[config.mk]
export PLATFORM = sky130hd
export DESIGN_NAME = csi2_raw8_depacketizer
export DESIGN_NICKNAME = d
export VERILOG_FILES = /design/src/rtl/csi2_raw8_depacketizer.sv
export SDC_FILE = /design/constraint.sdc
export NUM_CORES = 2
export LEC_CHECK = 0
export ABC_CLOCK_PERIOD_IN_PS = 5200
export BUFFER_PORTS_ARGS = -buffer_cell sky130_fd_sc_hd__clkbuf_2
export CORE_MARGIN = 5
export CORE_UTILIZATION = 57
export CTS_CLUSTER_SIZE = 16
export DETAILED_ROUTE_END_ITERATION = 16
export PLACE_DENSITY_LB_ADDON = 0.2
export RECOVER_POWER = 25
export SYNTH_ARGS = -nofsm -noshare
export SYNTH_HDL_FRONTEND = slang
export SYNTH_SLANG_ARGS = --single-unit
export TNS_END_PERCENT = 10
[constraint.sdc]
create_clock -name clk -period 5.2 [get_ports clk]
set_input_delay 0.26 -clock clk [delete_from_list [all_inputs] [get_ports clk]]
set_output_delay 0.26 -clock clk [all_outputs]
set_load 0.05 [all_outputs]
[src/rtl/csi2_raw8_depacketizer.sv]
// CSI-2 RAW8 depacketizer: parses packet headers, tracks frame boundaries and
// buffers forwarded payload, draining at most one word every two cycles.
module csi2_raw8_depacketizer #(
    parameter int         FIFO_POINTER_WIDTH = 7,
    parameter logic [7:0] DATA_TYPE          = 8'h2A,
    parameter logic [1:0] VIRTUAL_CHANNEL    = 2'd0,
    parameter int         LINE_COUNT_WIDTH   = 12
) (
    input  logic                        clk,
    input  logic                        reset,
    input  logic                        in_valid,
    input  logic                        in_start,
    input  logic [3:0][7:0]             in_data,
    output logic                        mipi_data_enable,
    output logic [3:0][7:0]             mipi_data,
    output logic                        frame_start,
    output logic                        frame_end,
    output logic [LINE_COUNT_WIDTH-1:0] line_count,
    output logic                        overflow,
    output logic                        packet_error
);

    localparam int DEPTH = 1 << FIFO_POINTER_WIDTH;
    localparam logic [FIFO_POINTER_WIDTH:0] FULL = (FIFO_POINTER_WIDTH + 1)'(DEPTH);

    typedef enum logic [1:0] {
        IDLE,
        PAYLOAD,
        CRC
    } state_t;

    state_t                      state;
    logic                        in_frame;
    logic                        fwd;
    logic [14:0]                 words_left;
    logic [1:0]                  tail_bytes;

    logic [31:0]                 mem [DEPTH];
    logic [FIFO_POINTER_WIDTH-1:0] wr_ptr;
    logic [FIFO_POINTER_WIDTH-1:0] rd_ptr;
    logic [FIFO_POINTER_WIDTH:0]   count;
    logic                        cooldown;

    logic                        header;
    logic [7:0]                  di;
    logic [15:0]                 wc;
    logic [5:0]                  dt;
    logic [1:0]                  vc;
    logic                        vc_match;
    logic                        is_short;
    logic                        hdr_fwd;
    logic [14:0]                 wc_words;
    logic                        payload_word;
    logic                        last_word;
    logic [3:0][7:0]             push_data;
    logic                        push;
    logic                        full;
    logic                        pop;
    logic                        write;

    always_comb begin
        header       = in_valid & in_start;
        di           = in_data[0];
        wc           = {in_data[2], in_data[1]};
        dt           = di[5:0];
        vc           = di[7:6];
        vc_match     = (vc == VIRTUAL_CHANNEL);
        is_short     = (dt < 6'h10);
        hdr_fwd      = ({2'b00, dt} == DATA_TYPE) && vc_match && in_frame;
        wc_words     = {1'b0, wc[15:2]} + {14'd0, |wc[1:0]};
        payload_word = in_valid & ~in_start & (state == PAYLOAD);
        last_word    = payload_word & (words_left == 15'd1);
        push_data    = in_data;
        // Bytes past the word count in a trailing partial word are zeroed.
        if (last_word && tail_bytes != 2'd0) begin
            for (int i = 1; i < 4; i++) begin
                if (i >= int'(tail_bytes)) begin
                    push_data[i] = 8'h00;
                end
            end
        end
        push  = payload_word & fwd;
        full  = (count == FULL);
        pop   = (count != '0) & ~cooldown;
        write = push & ~full;
    end

    always_ff @(posedge clk) begin
        if (write) begin
            mem[wr_ptr] <= push_data;
        end
    end

    always_ff @(posedge clk or posedge reset) begin
        if (reset) begin
            wr_ptr           <= '0;
            rd_ptr           <= '0;
            count            <= '0;
            cooldown         <= 1'b0;
            mipi_data_enable <= 1'b0;
            mipi_data        <= '0;
            overflow         <= 1'b0;
        end else begin
            if (write) begin
                wr_ptr <= wr_ptr + 1'b1;
            end
            if (pop) begin
                rd_ptr    <= rd_ptr + 1'b1;
                mipi_data <= mem[rd_ptr];
            end
            count <= count + (FIFO_POINTER_WIDTH + 1)'(write)
                           - (FIFO_POINTER_WIDTH + 1)'(pop);
            mipi_data_enable <= pop;
            cooldown         <= pop;
            if (push && full) begin
                overflow <= 1'b1;
            end
        end
    end

    always_ff @(posedge clk or posedge reset) begin
        if (reset) begin
            state        <= IDLE;
            in_frame     <= 1'b0;
            fwd          <= 1'b0;
            words_left   <= '0;
            tail_bytes   <= '0;
            line_count   <= '0;
            frame_start  <= 1'b0;
            frame_end    <= 1'b0;
            packet_error <= 1'b0;
        end else begin
            frame_start  <= 1'b0;
            frame_end    <= 1'b0;
            packet_error <= 1'b0;
            if (header) begin
                // A header inside a packet truncates it; the line is not counted.
                if (state != IDLE) begin
                    packet_error <= 1'b1;
                end
                if (is_short) begin
                    state <= IDLE;
                    if (vc_match && dt == 6'h00) begin
                        frame_start <= 1'b1;
                        in_frame    <= 1'b1;
                        line_count  <= '0;
                    end
                    if (vc_match && dt == 6'h01) begin
                        frame_end <= 1'b1;
                        in_frame  <= 1'b0;
                    end
                end else begin
                    fwd        <= hdr_fwd;
                    words_left <= wc_words;
                    tail_bytes <= wc[1:0];
                    state      <= (wc == 16'd0) ? CRC : PAYLOAD;
                    if (hdr_fwd && wc[1:0] != 2'b00) begin
                        packet_error <= 1'b1;
                    end
                end
            end else if (in_valid) begin
                case (state)
                    PAYLOAD: begin
                        words_left <= words_left - 15'd1;
                        if (last_word) begin
                            state <= CRC;
                            if (fwd) begin
                                line_count <= line_count + LINE_COUNT_WIDTH'(1);
                            end
                        end
                    end
                    CRC: state <= IDLE;
                    default: ;
                endcase
            end
        end
    end

endmodule

* Word level (Yosys, flattened, before mapping)
Memories as Yosys holds them, arrays and structs flattened. A register that Yosys moved wholly into a read port is not among the register bits.
Cells that the tools add are included.
** Operators by class
- Shifts and indexed selects :: 0
- Add/sub/neg operators :: 7
- Muxes and demuxes :: 34
- Bitwise operators :: 11
- Equal/unequal tests :: 10
- Div/mod/pow operators :: 0
- Magnitude comparators :: 3
- Reduce and logical (&&, ||, !) cells :: 26
- Multiply operators :: 0
** Operators with widths (number)
- 12-bit two-way mux :: 7
- 15-bit two-way mux :: 4
- 24-bit two-way mux :: 1
- 16-bit logical NOT :: 1
- 8-bit two-way mux :: 2
- 2-bit nonzero test :: 8
- 14-bit by 1-bit adder with 15-bit output :: 1
- 15-bit by 1-bit == test with 1-bit output (second input constant) :: 1
- 15-bit by 1-bit subtractor with 15-bit output (second input constant) :: 1
- 7-bit by 1-bit adder with 7-bit output (second input constant) :: 2
- 1-bit two-way mux :: 14
- 12-bit by 1-bit adder with 12-bit output (second input constant) :: 1
- 2-bit two-way mux :: 5
- 3-bit AND reduction :: 3
- 8-bit by 1-bit adder with 8-bit output :: 1
- 8-bit == test (second input constant) :: 1
- 8-bit nonzero test :: 1
- 8-bit by 1-bit subtractor with 8-bit output :: 1
- 1-bit bitwise AND :: 7
- 1-bit logical AND :: 7
- 6-bit by 1-bit == test with 1-bit output (second input constant) :: 1
- 6-bit == test (second input constant) :: 1
- 6-bit logical NOT :: 1
- 6-bit by 5-bit less-than comparator with 1-bit output (second input constant) :: 1
- other kinds (14) :: 18
** Word-level totals
- Output and inout port bits :: 49
- Bits in writable memories :: 4096
- Register bits after elaboration :: 60
- Logic and storage cells :: 106
- Bits of input ports :: 36
- Latch bits :: 0
- ROM bits :: 0
- Memories kept :: 1
** Memory list
- mem :: words 128, width 32, read ports 1, clocked after Yosys merged registers in 1, wr ports 1, line 38 : logic [31:0] mem [DEPTH];

* Depth between registers and ports, before layout
- Word-level depth :: 8
- Mapped depth :: 17
- Gate-level depth less buffers :: 16

* Worst setup path before layout
OpenSTA, ideal clock, no wires.
- Path type :: register to register
- Start point :: register words_left[0]
- End point :: memory mem[0][10], data pin
- Period minus slack after synthesis :: 5290 ps
- Cell stages (with the launch flop) :: 8
- Required time :: 4372 ps
- Setup time :: 828 ps
- Data arrival time :: 4462 ps
- Setup slack :: -90 ps
- Buffers on the path :: 0
- Cells stage by stage :: dfrtp_1 > ha_1 > nor3b_1 > nand4_1 > nor2_1 > o21a_1 > nor2b_1 > nor2b_1
** RTL lines
- start: declaration :: line 35 : logic [14:0] words_left;
- start signal: assignment :: line 154 : words_left <= wc_words;
- start signal: assignment :: line 164 : words_left <= words_left - 15'd1;
- end: declaration :: line 38

* Worst setup path in the final report
- Start point :: register count[3]
- End point :: register mipi_data[2] (netlist bit), read port of mem
** On the way
- Word-level cells in the longest chain between the ends :: 2
** RTL lines
- start: declaration :: line 41 : logic [FIFO_POINTER_WIDTH:0] count;
- start signal: assignment :: line 111 : count <= count + (FIFO_POINTER_WIDTH + 1)'(write)
- 8-bit nonzero test :: line 84 : pop = (count != '0) & ~cooldown;
- 1-bit bitwise AND :: line 84
- end: declaration :: line 15 : output logic [3:0][7:0] mipi_data,
Every way passes these cells.
A chain may end at the register's enable or synchronous reset.

==> impl_metrics.tcl <==
set metrics [dict create \
    crit_slowest_cell "clkbuf_1" \
    tightest_slew_ns 4.17 \
    post_cts_buffers 0 \
    fp.dieArea_sq_mm 0.297 \
    synth_warnings 0 \
    clock_tree.buffer_depth 4 \
    required_ns 6.04 \
    areaGrowthSynthToFinish_pct 13.0 \
    worstSetupPathType "flop to flop" \
    top_level_ports 85 \
    coreArea_sq_mm 0.285 \
    synth.distinct_cells 87 \
    place.gp.congestion 0.894 \
    endpoint_kind "flop" \
    num_vias 85400 \
    grt_pass1_wl_microns 656000 \
    ys.flop_type "edfxtp_1" \
    cts-resized-gates 0 \
    routed_via_density 6.91 \
    syn_avg_cell_area_sq_um 21.4 \
    worst_slack_ns 0.186 \
    ir_worst_vdd_mv 0.381 \
    ctsHoldBuffers 42 \
    hp-class "input port to flop" \
    initial_utilization 0.573 \
    die_width_microns 545 \
    io_buffers 84 \
    fin_nets 8299 \
    grt_pass1_vias 83400 \
    routed_wl_microns 471000 \
    rsz0062_at_grt "false" \
    grt_max_degree 129 \
    drtPass1Iterations 6 \
    drive_gt1_frac 0.238 \
    leakage_nw 60.0 \
    cts_root_buffer "clkbuf_16" \
    tns_ns 0 \
    ant_nets 0 \
    hold_viol_final 0 \
    remaining_drc_errors 0 \
    max_slew_margin -1.78 \
    place_area_sq_mm 0.171 \
    status "finished, violations left" \
    clock-sinks 4188 \
    final_area_sq_mm 0.185 \
    path_max_fanout 20 \
    ys_seq_area_frac 0.767 \
    arrival_ns 5.86 \
    clock_latency_ns 0.99 \
    violations "max-capacitance violations, max-slew violations" \
    power_density_mw_per_mm2 515 \
    antenna_found_initial 32 \
    power.total_mw 95.1 \
    slowest_delay_ns 1.63 \
    fmax_ghz 0.199 \
    synth_edf_count 4096 \
    synth_nets 7698 \
    dp_cells 11600 \
    slew_violations 1950 \
    crit_chain "inv_1 -> ha_1 -> and4bb_1 -> a21oi_1 -> clkbuf_1 -> buf_4 -> o32ai_1 -> buf_4 -> a41oi_1" \
    finalSetupViolCount 0 \
    place_ws_ns 0.456 \
    final_common_cell "edfxtp_1" \
    track_usage 0.314 \
    maxCapViolations 34 \
    fin_crit_ns 5.01 \
    die_y_microns 545 \
    detail_route.wl_per_cell_microns 38.1 \
    drtIter0Drc 14000 \
    syn_inst 7642 \
    mostFrequentLayoutCells "4096 x edfxtp_1, 697 x mux4_2, 478 x mux2i_1, 416 x clkbuf_16, 399 x buf_4" \
    hpwl_microns 282000 \
    syn_area_sq_mm 0.163 \
    stdcell_count 12400 \
    cts_tree "yes" \
    crit_top_cell "buf_4" \
    min_period_over_period 0.964 \
    placementRows 196 \
    async_flop_share 0.0220 \
    clk_pin_slew_ns 0.07 \
    htreeDepth 5 \
    critPathLaunchType "flop" \
    synth-seq-cells 4188 \
    final.setup_skew_ns 0.0729 \
    cts_made_buffers 411 \
    overflow 0 \
]
[registers in the layout, indices dropped and copies added, names as in the netlist, 2 cells and up]
register and count:
rd_ptr 7, tail_bytes 2, count 8, mipi_data 32, wr_ptr 7, mem 4096
line_count 12, state 2, words_left 15
[critical path, delay by kind of cell (launching register included)]
kind / cells / cell delay, ns
fa+ha+maj: 1 / 0.19
simple gates: 1 / 0.26
flops: 1 / 0.38
compound gates: 3 / 1.44
buf+inv: 4 / 2.61
[per-stage QoR]
stage / hold slack, ns / utilization
after floorplan: 0.359 / -
after global placement: 0.458 / 0.600
after detailed placement: 0.469 / 0.600
after CTS: 0.00141 / 0.648
after global routing: 0.122 / 0.647
final: 0.111 / 0.648
[power by group]
part	switching (mW)	leakage (nW)	internal, mW
combinational	16.8	15.5	10.4
clock	12.7	6.54	16.9
sequential	1.00	37.9	37.3
[area by class of cell]
cell class | instances | area [sq um]
repair buffers | 622 | 5370
well taps | 3762 | 4710
clock inverters | 227 | 2430
diodes | 19 | 47.5
multi-input cells | 2986 | 35700
fillers | 18500 | 101000
inverters | 34 | 138
clock buffers | 528 | 11000
flip-flops and latches | 4188 | 125000
[layer usage]
| layer | up-vias | routed length (microns) | track usage |
|---|---|---|---|
| li1 | 33500 | - | - |
| met1 | 44500 | 168000 | 0.445 |
| met2 | 6331 | 211000 | 0.464 |
| met3 | 1015 | 63300 | 0.0831 |
| met4 | 6 | 28000 | 0.146 |
| met5 | - | 42 | 0 |
[path summary, 6_finish.rpt]
| check | from | to | slack (ns) | cells past startpoint |
|---|---|---|---|---|
| hold reg to reg | words_left[11]$_DFFE_PP0P_ | words_left[11]$_DFFE_PP0P_ | 0.50 | 2 |
| max in group asynchronous | reset | rd_ptr[3]$_DFFE_PP0P_ | 0.72 | 4 |
| setup / recovery | count[3]$_DFF_PP0_ | mipi_data[2]$_DFFE_PP0P_ | 0.19 | 9 |
| hold / removal | in_data[9] | tail_bytes[1]$_DFFE_PP0P_ | 0.11 | 4 |
| setup reg to reg | count[3]$_DFF_PP0_ | mipi_data[2]$_DFFE_PP0P_ | 0.19 | 9 |
| min in group asynchronous | reset | line_count[6]$_DFFE_PP0P_ | 1.38 | 3 |
[Yosys cell counts, drive strengths merged (41+ instances only)]
library cell,number,area (sq um)
o22ai,105,657
nand3,60,300
a22oi,118,886
nor3,74,370
mux4,837,19400
nor2,261,982
edfxtp,4096,123000
a221oi,54,523
clkbuf,158,792
dfrtp,92,2300
nor2b,41,257
mux2i,478,4780
o221ai,105,920
a21oi,170,855
buf,271,2640
o21ai,113,566
a211oi,41,343
nand2,149,559
[kinds of logic after synthesis]
| kind of cell | after synthesis | share of synthesized area |
|---|---|---|
| muxes | 1348 | 0.150 |
| adders and majority gates | 20 | 0.00158 |
| AOI/OAI and AO/OA | 848 | 0.0363 |
| xor gates and xnor gates | 38 | 0.00204 |
| buffers and inverters | 468 | 0.0221 |
| and+or+nand+nor | 732 | 0.0211 |
| DFF | 4188 | 0.767 |
(Power assumes the default switching activity.)
